File: src/rtl/issue_select_rr_pkg.sv
// ============================================================================
// Module  : issue_select_rr_pkg
// Brief   : Shared mode enumeration and parameter defaults for issue_select_rr.
// Revision: 1.0 - initial release
// ============================================================================
`default_nettype none

package issue_select_rr_pkg;

  typedef enum logic {
    SEL_RR  = 1'b0,
    SEL_ROT = 1'b1
  } sel_mode_e;

  localparam int DEF_N_REQ        = 8;
  localparam int DEF_N_GNT        = 2;
  localparam int DEF_STARVE_LIMIT = 4;

endpackage

`default_nettype wire

File: src/rtl/issue_select_rr_pick_first.sv
// ============================================================================
// Module  : rr_pick_first
// Brief   : First set bit of a mask, searching upward from a start index with wrap.
// Revision: 1.0 - initial release
// ============================================================================
`default_nettype none

module rr_pick_first #(
  parameter int N = 8,
  parameter int W = $clog2(N)
) (
  input  logic [N-1:0] i_mask,
  input  logic [W-1:0] i_start,
  output logic         o_found,
  output logic [W-1:0] o_idx,
  output logic [N-1:0] o_onehot
);

  logic [N-1:0] w_rot;
  logic [W-1:0] w_off;

  // Rotating by the start index turns the wrapped search into a lowest-bit search;
  // the W-bit add back wraps for free because N is a power of two.
  always_comb begin
    w_rot   = N'({i_mask, i_mask} >> i_start);
    w_off   = '0;
    o_found = |i_mask;
    for (int j = N - 1; j >= 0; j--) begin
      if (w_rot[j]) w_off = W'(j);
    end
    o_idx    = o_found ? (i_start + w_off) : '0;
    o_onehot = o_found ? (N'(1) << o_idx) : '0;
  end

endmodule

`default_nettype wire

File: src/rtl/issue_select_rr.sv
// ============================================================================
// Module  : issue_select_rr
// Brief   : Multi-slot round-robin issue select with starvation-age override.
// Revision: 1.0 - initial release
// ============================================================================
`default_nettype none

module issue_select_rr
  import issue_select_rr_pkg::*;
#(
  parameter int N_REQ        = DEF_N_REQ,
  parameter int N_GNT        = DEF_N_GNT,
  parameter int MODE         = int'(SEL_RR),
  parameter int STARVE_LIMIT = DEF_STARVE_LIMIT
) (
  input  logic                                  i_clock,
  input  logic                                  i_reset,
  input  logic                                  i_en,
  input  logic [N_REQ-1:0]                      i_req,
  output logic [N_GNT-1:0][N_REQ-1:0]           o_gnt,
  output logic [N_GNT-1:0]                      o_gnt_valid,
  output logic [N_GNT-1:0][$clog2(N_REQ)-1:0]   o_gnt_idx,
  output logic [N_REQ-1:0]                      o_gnt_any
);

  localparam int IDX_W = $clog2(N_REQ);
  localparam int AGE_W = $clog2(STARVE_LIMIT + 1);

  logic [IDX_W-1:0]            r_ptr;
  logic [N_REQ-1:0][AGE_W-1:0] r_age;

  logic             w_active;
  logic [N_REQ-1:0] w_starved;
  logic [N_REQ-1:0] w_mask   [N_GNT];
  logic [N_REQ-1:0] w_oh     [N_GNT];
  logic [N_REQ-1:0] w_taken  [N_GNT+1];
  logic             w_found  [N_GNT];
  logic [IDX_W-1:0] w_idx    [N_GNT];
  logic [N_REQ-1:0] w_any_rot;
  logic [IDX_W-1:0] w_last_off;
  logic [IDX_W-1:0] w_ptr_nxt;

  assign w_active   = i_en && !i_reset;
  assign w_taken[0] = '0;

  always_comb begin
    for (int i = 0; i < N_REQ; i++) begin
      w_starved[i] = i_req[i] && (r_age[i] == AGE_W'(STARVE_LIMIT));
    end
  end

  generate
    for (genvar k = 0; k < N_GNT; k++) begin : g_slot
      if (k == 0) begin : g_first
        assign w_mask[k] = (|w_starved) ? w_starved : i_req;
      end else begin : g_rest
        assign w_mask[k] = i_req & ~w_taken[k];
      end

      rr_pick_first #(
        .N (N_REQ),
        .W (IDX_W)
      ) u_pick (
        .i_mask   (w_mask[k]),
        .i_start  (r_ptr),
        .o_found  (w_found[k]),
        .o_idx    (w_idx[k]),
        .o_onehot (w_oh[k])
      );

      assign w_taken[k+1]   = w_taken[k] | w_oh[k];
      assign o_gnt[k]       = w_active ? w_oh[k] : '0;
      assign o_gnt_valid[k] = w_active && w_found[k];
      assign o_gnt_idx[k]   = o_gnt_valid[k] ? w_idx[k] : '0;
    end
  endgenerate

  always_comb begin
    o_gnt_any = '0;
    for (int k = 0; k < N_GNT; k++) begin
      o_gnt_any = o_gnt_any | o_gnt[k];
    end
  end

  // The last grant in priority order is the highest set bit once rotated by ptr.
  always_comb begin
    w_any_rot  = N_REQ'({o_gnt_any, o_gnt_any} >> r_ptr);
    w_last_off = '0;
    for (int j = 0; j < N_REQ; j++) begin
      if (w_any_rot[j]) w_last_off = IDX_W'(j);
    end
    if (MODE == int'(SEL_ROT)) begin
      w_ptr_nxt = r_ptr + IDX_W'(1);
    end else if (|o_gnt_any) begin
      w_ptr_nxt = r_ptr + w_last_off + IDX_W'(1);
    end else begin
      w_ptr_nxt = r_ptr;
    end
  end

  always_ff @(posedge i_clock) begin
    if (i_reset) begin
      r_ptr <= '0;
      r_age <= '0;
    end else if (i_en) begin
      r_ptr <= w_ptr_nxt;
      for (int i = 0; i < N_REQ; i++) begin
        if (o_gnt_any[i] || !i_req[i]) begin
          r_age[i] <= '0;
        end else if (r_age[i] != AGE_W'(STARVE_LIMIT)) begin
          r_age[i] <= r_age[i] + AGE_W'(1);
        end
      end
    end
  end

endmodule

`default_nettype wire

File: config.mk
export PLATFORM = sky130hd
export DESIGN_NAME = issue_select_rr
export DESIGN_NICKNAME = d
export VERILOG_FILES = /design/src/rtl/issue_select_rr_pkg.sv /design/src/rtl/issue_select_rr_pick_first.sv /design/src/rtl/issue_select_rr.sv
export SDC_FILE = /design/constraint.sdc
export NUM_CORES = 1
export LEC_CHECK = 0
export CAP_MARGIN = 20
export CORE_MARGIN = 5
export CORE_UTILIZATION = 59
export CTS_CLUSTER_DIAMETER = 100
export DETAILED_ROUTE_END_ITERATION = 8
export GPL_ROUTABILITY_DRIVEN = 0
export GPL_TIMING_DRIVEN = 1
export PLACE_DENSITY = 0.82
export SYNTH_ARGS = -nofsm -noshare
export SYNTH_HDL_FRONTEND = slang
export SYNTH_SLANG_ARGS = --single-unit
File: constraint.sdc
create_clock -name i_clock -period 14.69 [get_ports i_clock]
set_clock_uncertainty 0.05 [all_clocks]
set_input_delay 2.938 -clock i_clock [delete_from_list [all_inputs] [get_ports i_clock]]
set_output_delay 2.938 -clock i_clock [all_outputs]
set_load 0.01 [all_outputs]
# Yosys cells after proc, flatten, opt, wreduce, memory -nomap -nowiden
# Cells that the tools add are included.
totals:
  output_inout_bits: 32
  wordCells: 142
  inputBits: 11
  ff_bits: 27
classes:
  n_eq_ne: 16
  bitwise_logic: 3
  addsub: 12
  n_shift: 5
  n_mux: 48
  reduce_logical: 49
op_table:
  columns: ["cell", "n"]
  rows:
  - ["two-way mux 3 bit", 40]
  - ["right shift 16 x 3 -> 8 bit", 3]
  - ["two-way mux 8 bit", 5]
  - ["OR reduction 8 bit", 4]
  - ["adder 3 x 1 -> 3 bit (second input constant)", 9]
  - ["equality test 3 bit (second input constant)", 8]
  - ["inequality test 3 bit (second input constant)", 8]
  - ["AND reduction 2 bit", 9]
  - ["nonzero test 2 bit", 8]
  - ["<< shifter 1 x 3 -> 8 bit (first input constant)", 2]
  - ["logical AND 1 bit", 11]
  - ["adder 3 bit", 3]
  - ["zero test 1 bit", 9]
  - ["AND 8 bit", 1]
  - ["logical OR 1 bit", 8]
  - ["inverter 8 bit", 1]
  - ["bitwise OR 8 bit", 1]
  - ["two-way mux 2 bit", 2]
  - ["two-way mux 1 bit", 1]

# Logic depth before layout (Yosys ltp)
depth:
  word_depth: 44
  depth_mapped: 55

# Modules after synthesis
# From an unflattened synthesis, not the netlist that was laid out.
unflattened:
  hier_cells: 556
  area_unflattened_um2: 4257.8
modules_own_cells:
  columns: ["mod", "n_inst", "area_each_um2", "cells_per_inst"]
  rows:
  - ["issue_select_rr", 1, 2388.5, 311]
  - ["rr_pick_first (g_slot[0].u_pick)", 1, 944.7, 127]
  - ["rr_pick_first (g_slot[1].u_pick)", 1, 924.6, 118]

# Least setup slack after synthesis
# No wires, ideal clock.
synth_timing:
  path_kind: "input to output"
  startpoint: "in i_req[5]"
  endpoint: "out o_gnt_any[3]"
  cell_stages: 43
  t_arrival_ns: 10.253
  slack_ns: 1.449
  required_time_ns: 11.702
  path_cell_list: "buf_6 inv_4 o2111ai_4 o21ai_1 and2_1 nand2_1 o21ai_0 mux4_2 o21ai_0 nor2_1 a31oi_1 nand2_1 nand2_1 a211oi_1 a31oi_1 a21oi_1 o21ai_0 and3_1 (+7 left out) o2111a_1 a211oi_1 nor2_1 o21ai_0 o21ai_0 a21oi_1 nand3_1 nand4_1 nand2_1 a21oi_1 o21ba_2 ha_1 inv_1 fa_1 nor2b_1 and2_1 a21oi_1 inv_1"
synth_via:
  elab_chain_len: 33
  word_cells_on_any_way: 36
  cone_classes: "2 x add/sub; 4 x shift; 23 x mux; 3 x bitwise; 4 x reduce/logical"
synth_lines:
  columns: ["item", "line", "source"]
  rows:
  - ["start: declaration", "issue_select_rr.sv:19", "input logic [N_REQ-1:0] i_req,"]
  - ["logical AND 1 bit", "issue_select_rr.sv:48", "w_starved[i] = i_req[i] && (r_age[i] == AGE_W'(STARVE_LIMIT));"]
  - ["OR reduction 8 bit", "issue_select_rr.sv:55", "assign w_mask[k] = (|w_starved) ? w_starved : i_req;"]
  - ["two-way mux 8 bit", "issue_select_rr.sv:55", null]
  - ["right shift 16 x 3 -> 8 bit", "issue_select_rr_pick_first.sv:25", "w_rot = N'({i_mask, i_mask} >> i_start);"]
  - ["two-way mux 3 bit (8 in series)", "issue_select_rr_pick_first.sv:29", "if (w_rot[j]) w_off = W'(j);"]
  - ["adder 3 bit", "issue_select_rr_pick_first.sv:31", "o_idx = o_found ? (i_start + w_off) : '0;"]
  - ["two-way mux 3 bit", "issue_select_rr_pick_first.sv:31", null]
  - ["<< shifter 1 x 3 -> 8 bit", "issue_select_rr_pick_first.sv:32", "o_onehot = o_found ? (N'(1) << o_idx) : '0;"]
  - ["(+3 left out)", null, null]
  - ["right shift 16 x 3 -> 8 bit", "issue_select_rr_pick_first.sv:25", null]
  - ["two-way mux 3 bit (8 in series)", "issue_select_rr_pick_first.sv:29", null]
  - ["adder 3 bit", "issue_select_rr_pick_first.sv:31", null]
  - ["two-way mux 3 bit", "issue_select_rr_pick_first.sv:31", null]
  - ["<< shifter 1 x 3 -> 8 bit", "issue_select_rr_pick_first.sv:32", null]
  - ["two-way mux 8 bit", "issue_select_rr_pick_first.sv:32", null]
  - ["two-way mux 8 bit", "issue_select_rr.sv:72", "assign o_gnt[k] = w_active ? w_oh[k] : '0;"]
  - ["bitwise OR 8 bit (*)", "issue_select_rr.sv:81", "o_gnt_any = o_gnt_any | o_gnt[k];"]
  - ["end: declaration", "issue_select_rr.sv:23", "output logic [N_REQ-1:0] o_gnt_any"]
# Mark *: on every way between the ends. The rest lies on a longest branch, timed or not.

# Final worst setup path
layout_timing:
  startpoint: "in i_req[5]"
  endpoint: "out o_gnt_any[5]"
# The elaborated chain is that of the path after synthesis.

==> impl_metrics.yaml <==
route:
  drc: 0
  first_iter_violations: 1051
  totalWireLength_um: 15800
  wl_per_cell_um: 20.65
  ant_nets: 0
  dr.pass1.iters: 8
  via_per_inst: 7.229
  vias: 5530
timing:
  tns_ns: 0
  finalSetupViolations: 0
  finalHoldViolations: 0
  final.period_utilization: 0.9788
  layout_setup_ws_ns: 0.3110
  fin_crit_ns: 14.38
  worst-slew-pin-transition_ns: 1.507
  finalMaxSlewViolations: 6
  clock.fmax_mhz: 69.55
  maxSlewHeadroom: -0.01767
power_and_ir_drop:
  p_int_mw: 0.5105
  leakagePower_nw: 2.042
  p_sw_mw: 0.6788
  pwr-share-comb: 0.891
  vdd_drop_max_v: 0.0001702
  seqPwrFrac: 0.071
  p_clk_frac: 0.038
  switching_share: 0.5707
  p_per_area_nw_per_um2: 224.8
clock_network:
  cts_root_buf: "clkbuf_8"
  clock_sink_count: 27
  cts_buffer_depth: 2
  numCtsBuffers: 3
  htree_levels: 1
  clock_latency_ns: 0.28
  hold_buffers: 0
  clk_pin_slew_ns: 0.09
  cts_tree: "done"
yosys:
  synth-seq-cells: 27
  yosysUniqueCellTypes: 89
  ys_seq_area_frac: 0.1241
  synthesis.area_sq_um: 4355
  synth_top_area_cell: "dfxtp_1"
  syn_inst: 618
  synth_edf_count: 0
  netlist_top_cells_count: "nand2_1, nor2_1, inv_1"
  synth.most_common_cell: "nand2_1"
  synth.area.top_cells: "dfxtp_1, nand2_1, nor2_1, ha_1, a21oi_1"
  synth_flop_cell: "dfxtp_1"
  synth_top_cell_area_share: 0.1241
  synth_nets: 651
  async_flop_share: 0
  avgSynthCellArea_sq_um: 7.048
  yosys_warnings: 0
setup_path:
  worstPathMaxFanout: 8
  rr_worst_depth: 47
  rr_endpoint: "r_ptr[2]$_SDFFE_PP0P_"
  slowest_delay_ns: 0.75
  path_class: "input pin to output port"
  critPathRequiredTime_ns: 11.70
  cp-endpoint: "o_gnt_any[5]"
  slowest_stage: "a211oi_1"
  crit_path_end_kind: "output port"
  cp-startpoint: "i_req[5]"
  path_common_cell: "nand2_1"
  r2r-start: "r_age[15]$_SDFFE_PP0P_"
  arrival_ns: 11.39
  crit_path_start_kind: "input pin"
  reg2reg_slack_ns: 4.47
die:
  row_count: 31
  ioPinCount: 43
  die_w_um: 95.92
  dieArea_sq_um: 9201
  fp.dieH_um: 95.92
  initial_core_util: 0.6037
  core_area_sq_um: 7214
run_status:
  status: "complete, but fails checks"
  violations: "capacitance limit, slew limit"
placed_design:
  pre_cts_ws_ns: -0.02654
  dp_hpwl_um: 11490
  io_buffers: 42
cells_and_area:
  synthToLayoutAreaGrowth_pct: 21.46
  regArea_sq_um: 540.5
  multiInputGateArea_sq_um: 3694
  drive_gt1_frac: 0.1532
  n_antenna_cell: 0
  fillers: 574
  final_nets: 700
global_routing:
  grt_use_total: 0.3328
  grt_overflow: 0
  grt_max_degree: 35
  grt_pass1_wl_um: 24780
  first_global_vias: 5166
  antenna_found_initial: 0
worst_hold_path:
  hold_path_class: "flop to flop"
job:
  maxCapViolations: 1
==> cell usage in the layout (no fill, tap or decap), types with 19 or more instances in the layout <==
master           Yosys  layout
ha_1                19      19
inv_1               44      43
dfxtp_1             27      27
a21oi_1             39      38
clkdlybuf4s50_1      0      42
nand3_1             26      24
nand2_1             66      65
nor2_1              65      65
o21ai_0             31      27
buf_4                0      35
a211oi_1            22      21
==> worst max-delay path: cells and delay by family <==
kind                       cells  cell delay [ns]
AOI/OAI and AO/OA             15             3.15
buffers and inverters          8             1.78
and+or+nand+nor               13             1.62
adders and majority gates      4             1.35
muxes                          1             0.51
==> power groups by stage <==
stage / registers (mW) / clock network [mW] / logic [mW]
after floorplan: 0.0865 / 0 / 0.655
after global placement: 0.0859 / 0 / 0.921
after detailed placement: 0.0864 / 0 / 0.944
after CTS: 0.0846 / 0.0455 / 0.951
after global routing: 0.0857 / 0.0490 / 1.12
final: 0.0846 / 0.0446 / 1.06
==> layout make-up <==
class                      instances  area share
multi-input combinational        511      0.6982
timing repair buffer              78      0.1339
sequential                        27      0.1022
inverter                          46     0.03311
tap                               99     0.02342
clock buffer                       3    0.007805
clock inverter                     1    0.001419
==> what timing repair did <==
action                                  CTS  global route
endpoints found under the setup margin    1            18
setup buffers                             0             5
gates cloned                              0             2
gates resized for setup                   1            36
pin swaps                                 0             7
==> cell families (layout without fill, tap and decap cells) <==
family                     after synthesis  after routing  share of synthesized area
adders and majority gates               22             22                    0.06837
buffers and inverters                   82            128                    0.07670
DFF                                     27             27                     0.1241
muxes                                   15             15                    0.03849
xor gates and xnor gates                 7              7                    0.01753
AOI/OAI and AO/OA                      229            230                     0.4059
and+or+nand+nor                        236            237                     0.2689
==> metrics by stage <==
step                      power (mW)  area [sq um]  hold slack, ns  instances  utilization
final                          1.189          5290          0.4292        765       0.7333
after global placement         1.007          4966          0.4165        753       0.6883
after CTS                      1.081          5022          0.4290        757       0.6962
after detailed placement       1.030          4966          0.4157        753       0.6883
after global routing           1.257          5290          0.4792        765       0.7333
after floorplan               0.7418          4355          0.3986        618            -
==> state kept, by name, summed over array words and instances, names as in the netlist <==
register	count
r_ptr	3
r_age	24
==> routing by layer <==
metal	wire length, um	vias up	track usage
li1	-	2434	-
met5	0	-	0
met4	878	0	0.1481
met2	7087	452	0.5397
met3	1786	116	0.06411
met1	6048	2528	0.4266
==> how the worst min path moves through the flow <==
stage                                startpoint                    end  slack, ns  cells after the start
after detailed placement  r_age[4]$_SDFFE_PP0P_  r_age[4]$_SDFFE_PP0P_       0.42                      2
after global routing      r_age[4]$_SDFFE_PP0P_  r_age[4]$_SDFFE_PP0P_       0.48                      2
after CTS                 r_age[4]$_SDFFE_PP0P_  r_age[4]$_SDFFE_PP0P_       0.43                      2
after floorplan           r_age[4]$_SDFFE_PP0P_  r_age[4]$_SDFFE_PP0P_       0.40                      2
after global placement    r_age[4]$_SDFFE_PP0P_  r_age[4]$_SDFFE_PP0P_       0.42                      2
final                     r_age[4]$_SDFFE_PP0P_  r_age[4]$_SDFFE_PP0P_       0.43                      2
Note: power is estimated with default switching activity, not from simulation.
==> edit 1: new RTL, same settings <==
Set the package constant `DEF_N_GNT` to 1 (it was 2).
--- a/src/rtl/issue_select_rr_pkg.sv
+++ b/src/rtl/issue_select_rr_pkg.sv
@@ -13,7 +13,7 @@
   } sel_mode_e;
 
   localparam int DEF_N_REQ        = 8;
-  localparam int DEF_N_GNT        = 2;
+  localparam int DEF_N_GNT        = 1;
   localparam int DEF_STARVE_LIMIT = 4;
 
 endpackage
Ports: changed (resized o_gnt, o_gnt_idx and o_gnt_valid); port bits go from 43 to 31. The function was not compared with the original's and may differ.
==> edit 1 against the original RTL <==
Area after synthesis is 33% lower; total power is 75% lower; sequential cell count stayed put; via count is 49% lower; die area is 30% lower; clock power is 0.9% higher; count of clock-buffer cells in the layout is 1 higher; critical path depth is 22 lower; wire length is 54% lower; synthesized cell count is 39% lower; cell area is 40% lower; setup slack better by 3.3 ns; largest cell class unchanged; largest power group unchanged.
==> edit 1: results (changes against the original RTL) <==
* **post-CTS clock slew at the launch and capture registers of the worst setup and hold paths** 0.10 ns
* **detailed-placement wirelength estimate** 5470 um, -52%
* **DRC marker count from the first detailed-route iteration** 259, -75%
* **Top Registers** r_age x24, r_ptr x3
* **root buf cell** sky130_fd_sc_hd__clkbuf_8
* **met2 Use GR** 40.2%, -14 points
* **number of buffers added on ports** 30, -29%
* **yosys warns** 0, unchanged
* **vias in the first global route** 2,566, -50%
* **number of clock buffers inserted by TritonCTS** 3, unchanged
* **wire length of the first global-routing pass** 12,000 um, -52%
* **CP max FO** 14, +6
* **instance count of the mapped netlist** 377, -39%
* **number of flip-flops in the largest register** 24, unchanged
* **worst-skew pair later-pin latency** 0.28 ns, about the same
* **status** finished clean
* **number of nets in the layout** 416, -41%
* **fraction of final layout cells sized beyond drive strength 1** 7.29%, -8.0 points
* **Pleak** 1.20 nW, -41%
* **standard cell with the maximum stage delay on the critical path** sky130_fd_sc_hd__clkdlybuf4s50_1
* **post-detailed-route DRC marker count** 0, unchanged
* **number of antenna violations at the first check in global routing** 0, unchanged
* **pin count of the biggest net entering global routing** 46, +31%
* **fraction of registers with async set/reset** 0%, unchanged
* **post-placement worst setup slack** 3.70 ns, +3.73 ns
* **number of optimization iterations in the first detailed-route pass** 5, -3
* **final cell count without fillers** 451, -41%
* **global routing usage on met1** 29.8%, -13 points
* **biggest area contributors in the synthesized netlist** sky130_fd_sc_hd__dfxtp_1 19%, sky130_fd_sc_hd__ha_1 7.7%, sky130_fd_sc_hd__nand2_1 5.2%, sky130_fd_sc_hd__nor2_1 4.3%, sky130_fd_sc_hd__a21oi_1 3.1%
* **cell family contributing the most delay on the critical path** compound AO/OA/AOI/OAI gates
* **syn_nets** 408, -37%
* **quantity of gates resized following cts** 0, -1
* **antenna-violating nets left** 0, unchanged
* **top post-synthesis cells by count** 40 x sky130_fd_sc_hd__nand2_1, 33 x sky130_fd_sc_hd__nor2_1, 27 x sky130_fd_sc_hd__dfxtp_1
* **critical path data arrival time** 8.06 ns, -3.33 ns
* **GR Util All Layers** 23.1%, -10 points
* **via density per instance** 6.21, -14%
* **setup fix buffers added after clock tree synthesis** 0, unchanged
* **wire length reported by the detailed router** 7190 um, -54%
* **Global Route met3 Usage** 2.58%, -3.8 points
* **sequential element share of the synthesized area** 18.6%, +6.2 points
* **class of the tightest hold or removal check** flip-flop to flip-flop
* **Slew @ Worst Pin** 0.924 ns, -0.583 ns
* **post-synth cell types** 63, -29%
* **number of enable flip-flop cells after synthesis** 0, unchanged
* **Psw** 0.124 mW, -82%
* **delay contributed by the slowest stage of the critical path** 0.59 ns, -0.16 ns
* **number of H-tree levels** 1, unchanged
* **Placed Instance Area** 3130 um2, -37%
* **worst supply voltage drop on vdd** 0.0434 mV, -74%
[edit 1: cell types whose count changed in the layout (fill, tap and decap cells not counted), moves of 7 or more]
cell | before | now
sky130_fd_sc_hd__nor3_1 | 13 | 5
sky130_fd_sc_hd__a211oi_1 | 21 | 10
sky130_fd_sc_hd__buf_4 | 35 | 3
sky130_fd_sc_hd__o21ai_0 | 27 | 12
sky130_fd_sc_hd__clkdlybuf4s50_1 | 42 | 30
sky130_fd_sc_hd__a21oi_1 | 38 | 18
sky130_fd_sc_hd__o211ai_1 | 9 | 2
sky130_fd_sc_hd__a22oi_1 | 15 | 7
sky130_fd_sc_hd__nor2_1 | 65 | 33
sky130_fd_sc_hd__a221oi_1 | 8 | 0
sky130_fd_sc_hd__nand2_1 | 65 | 40
sky130_fd_sc_hd__inv_1 | 43 | 21
[edit 1: layout make-up]
cell class,count,area [um2]
clock buffer,4,45.0
inverter,23,86.3
tap,67,83.8
timing repair buffer,33,323
multi-input combinational,297,2100
sequential,27,541
fill,422,1580
[edit 1: final timing paths]
check / start / end / slack (ns) / depth (start not counted)
max: i_req[7] / o_gnt[4] / 3.64 / 19
min reg2reg: r_age[3] / r_age[3] / 0.47 / 1
min: r_age[3] / r_age[3] / 0.47 / 1
max reg2reg: r_age[9] / r_ptr[2] / 9.09 / 25
[edit 1: metrics by stage]
stage | utilization, % | hold slack [ns]
final | 66.8 | 0.474
after global routing | 66.8 | 0.492
after CTS | 66.8 | 0.471
after detailed placement | 65.8 | 0.456
after global placement | 65.8 | 0.455
after floorplan | - | 0.426
[edit 1: layer usage]
| metal | up-vias | wire length (um) |
|---|---|---|
| met5 | - | 0 |
| met4 | 0 | 98 |
| met3 | 11 | 295 |
| met2 | 87 | 3600 |
| met1 | 1298 | 3200 |
| li1 | 1406 | - |
[edit 1: cells by family after synthesis]
family | Yosys count | synth area share, %
simple gates | 148 | 26.2
fa+ha+maj | 20 | 9.13
mux | 7 | 2.45
xor+xnor | 8 | 4.39
compound gates | 114 | 30.0
buf+inv | 53 | 9.26
flops | 27 | 18.6
[edit 1: power groups by stage]
stage | sequential (mW) | combinational, mW | clock, mW
6_report | 0.0873 | 0.160 | 0.0450
5_1_grt | 0.0885 | 0.175 | 0.0501
4_1_cts | 0.0871 | 0.159 | 0.0457
3_5_place_dp | 0.0889 | 0.158 | 0
3_3_place_gp | 0.0886 | 0.155 | 0
2_1_floorplan | 0.0824 | 0.126 | 0
==> edit 2: new RTL, same flow settings <==
Without the edit above. Make the reset (`i_reset`) asynchronous in one clocked block.
--- a/src/rtl/issue_select_rr.sv
+++ b/src/rtl/issue_select_rr.sv
@@ -98,7 +98,7 @@
     end
   end
 
-  always_ff @(posedge i_clock) begin
+  always_ff @(posedge i_clock or posedge i_reset) begin
     if (i_reset) begin
       r_ptr <= '0;
       r_age <= '0;
Behaviour: no difference found for any inputs over 4 cycles, from zero or initial values and one cycle with i_reset high; that may be too few to reach the edited logic, so the function may still have changed.
==> edit 2 against the original RTL <==
Worst hold slack better by 0.043 ns; largest cell class unchanged; cell area down 13%; setup slack better by 0.27 ns; critical path depth unchanged; wire length down 31%; critical endpoint is now o_gnt_idx[1]; critical path type unchanged; final cell count down 19%; die area down 9.2%; sequential cell count unchanged; area after synthesis down 10%.
Power is not shown: default switching activity piles up to over one toggle a cycle in this logic, so the estimate is an artifact.
==> edit 2: results (changes against the original RTL) <==
* **delay contributed by the slowest stage of the critical path** 0.58 ns, -0.17 ns
* **post-synth cell types** 75, -16%
* **fraction of registers with async set/reset** 100%, +100 points
* **critical path data arrival time** 11.12 ns, -0.27 ns
* **global routing usage on met1** 34.1%, -8.5 points
* **Top Registers** r_age x24, r_ptr x3
* **biggest area contributors in the synthesized netlist** sky130_fd_sc_hd__dfrtp_1 17%, sky130_fd_sc_hd__ha_1 6.1%, sky130_fd_sc_hd__nand2_1 6.0%, sky130_fd_sc_hd__inv_1 4.7%, sky130_fd_sc_hd__a21oi_1 4.4%
* **fraction of final layout cells sized beyond drive strength 1** 17.8%, +2.5 points
* **detailed-route via count** 3,999, -28%
* **GR Util All Layers** 26.3%, -7.0 points
* **final-layout fill cell count** 491, -14%
* **detailed-placement wirelength estimate** 8610 um, -25%
* **Slew @ Worst Pin** 1.15 ns, -0.355 ns
* **standard cell with the maximum stage delay on the critical path** sky130_fd_sc_hd__or4b_4
* **cell family contributing the most delay on the critical path** simple AND/OR/NAND/NOR gates
* **yosys warns** 0, unchanged
* **number of antenna violations at the first check in global routing** 0, unchanged
* **number of nets in the layout** 574, -18%
* **CP max FO** 8, unchanged
* **vias in the first global route** 3,871, -25%
* **wire length reported by the detailed router** 11,000 um, -31%
* **Global Route met3 Usage** 4.46%, -1.9 points
* **sequential element share of the synthesized area** 17.3%, +4.9 points
* **Placed Instance Area** 4410 um2, -11%
* **class of the tightest hold or removal check** flip-flop to flip-flop
* **worst-skew pair later-pin latency** 0.28 ns, about the same
* **wire length of the first global-routing pass** 18,700 um, -25%
* **number of optimization iterations in the first detailed-route pass** 5, -3
* **syn_nets** 538, -17%
* **maximum root-to-sink buffer count** 2, unchanged
* **met2 Use GR** 44.7%, -9.3 points
* **DRC marker count from the first detailed-route iteration** 263, -75%
* **top post-synthesis cells by count** 62 x sky130_fd_sc_hd__nand2_1, 49 x sky130_fd_sc_hd__inv_1, 34 x sky130_fd_sc_hd__a21oi_1
* **status** finished clean
* **root buf cell** sky130_fd_sc_hd__clkbuf_8
* **dominant register cell in the synthesized netlist** sky130_fd_sc_hd__dfrtp_1
* **number of buffers added on ports** 42, unchanged
* **number of H-tree levels** 1, unchanged
* **number of clock buffers inserted by TritonCTS** 3, unchanged
* **pin count of the biggest net entering global routing** 36, +2.9%
* **total inserted antenna cells** 0, unchanged
* **post-CTS clock slew at the launch and capture registers of the worst setup and hold paths** 0.10 ns
edit 2: final cells by class:
cell class	count	area [um2]	area share, %
multi-input combinational	403	3080	66.8
sequential	27	676	14.7
timing repair buffer	53	513	11.1
inverter	53	199	4.32
tap	77	96.3	2.09
clock buffer	4	45.0	0.977
edit 2: timing repair:
action	CTS	global route
resized for setup	0	31
buffers inserted	0	1
endpoints found under the setup margin	0	9
edit 2: logic make-up after synthesis:
family                   synth area share [%]
flip-flops                               17.3
XOR/XNOR                                 1.76
multiplexers                             12.7
AND/OR/NAND/NOR                          27.8
AO/OA/AOI/OAI                            25.3
adder cells (fa/ha/maj)                  7.61
buffers and inverters                    7.55
edit 2: worst paths after layout:
kind,from,endpoint,slack [ns],cells after the start
setup / recovery,i_req[5],o_gnt_idx[1],0.58,41
hold / removal,r_age[15],r_age[15],0.47,1
setup reg to reg,r_age[3],r_ptr[2],4.92,47
hold reg to reg,r_age[15],r_age[15],0.47,1
max in group asynchronous,i_reset,r_age[7],11.36,3
min in group asynchronous,i_reset,r_age[5],2.96,3
edit 2: metrics by stage:
stage | setup WS [ns] | cells | hold WS (ns) | TNS [ns] | utilization [%]
6_report | 0.584 | 617 | 0.472 | 0 | 72.2
5_1_grt | -0.0670 | 617 | 0.516 | -0.136 | 72.2
4_1_cts | 0.222 | 616 | 0.476 | 0 | 69.7
3_5_place_dp | 0.247 | 612 | 0.455 | 0 | 69.0
3_3_place_gp | 0.376 | 612 | 0.437 | 0 | 69.0
2_1_floorplan | 2.16 | 505 | 0.424 | 0 | -
edit 2: per-layer routing:
metal	vias up	share of wire, %
met5	-	0
met4	0	2.4
met3	27	8.5
met2	191	49
met1	1875	40
li1	1906	-
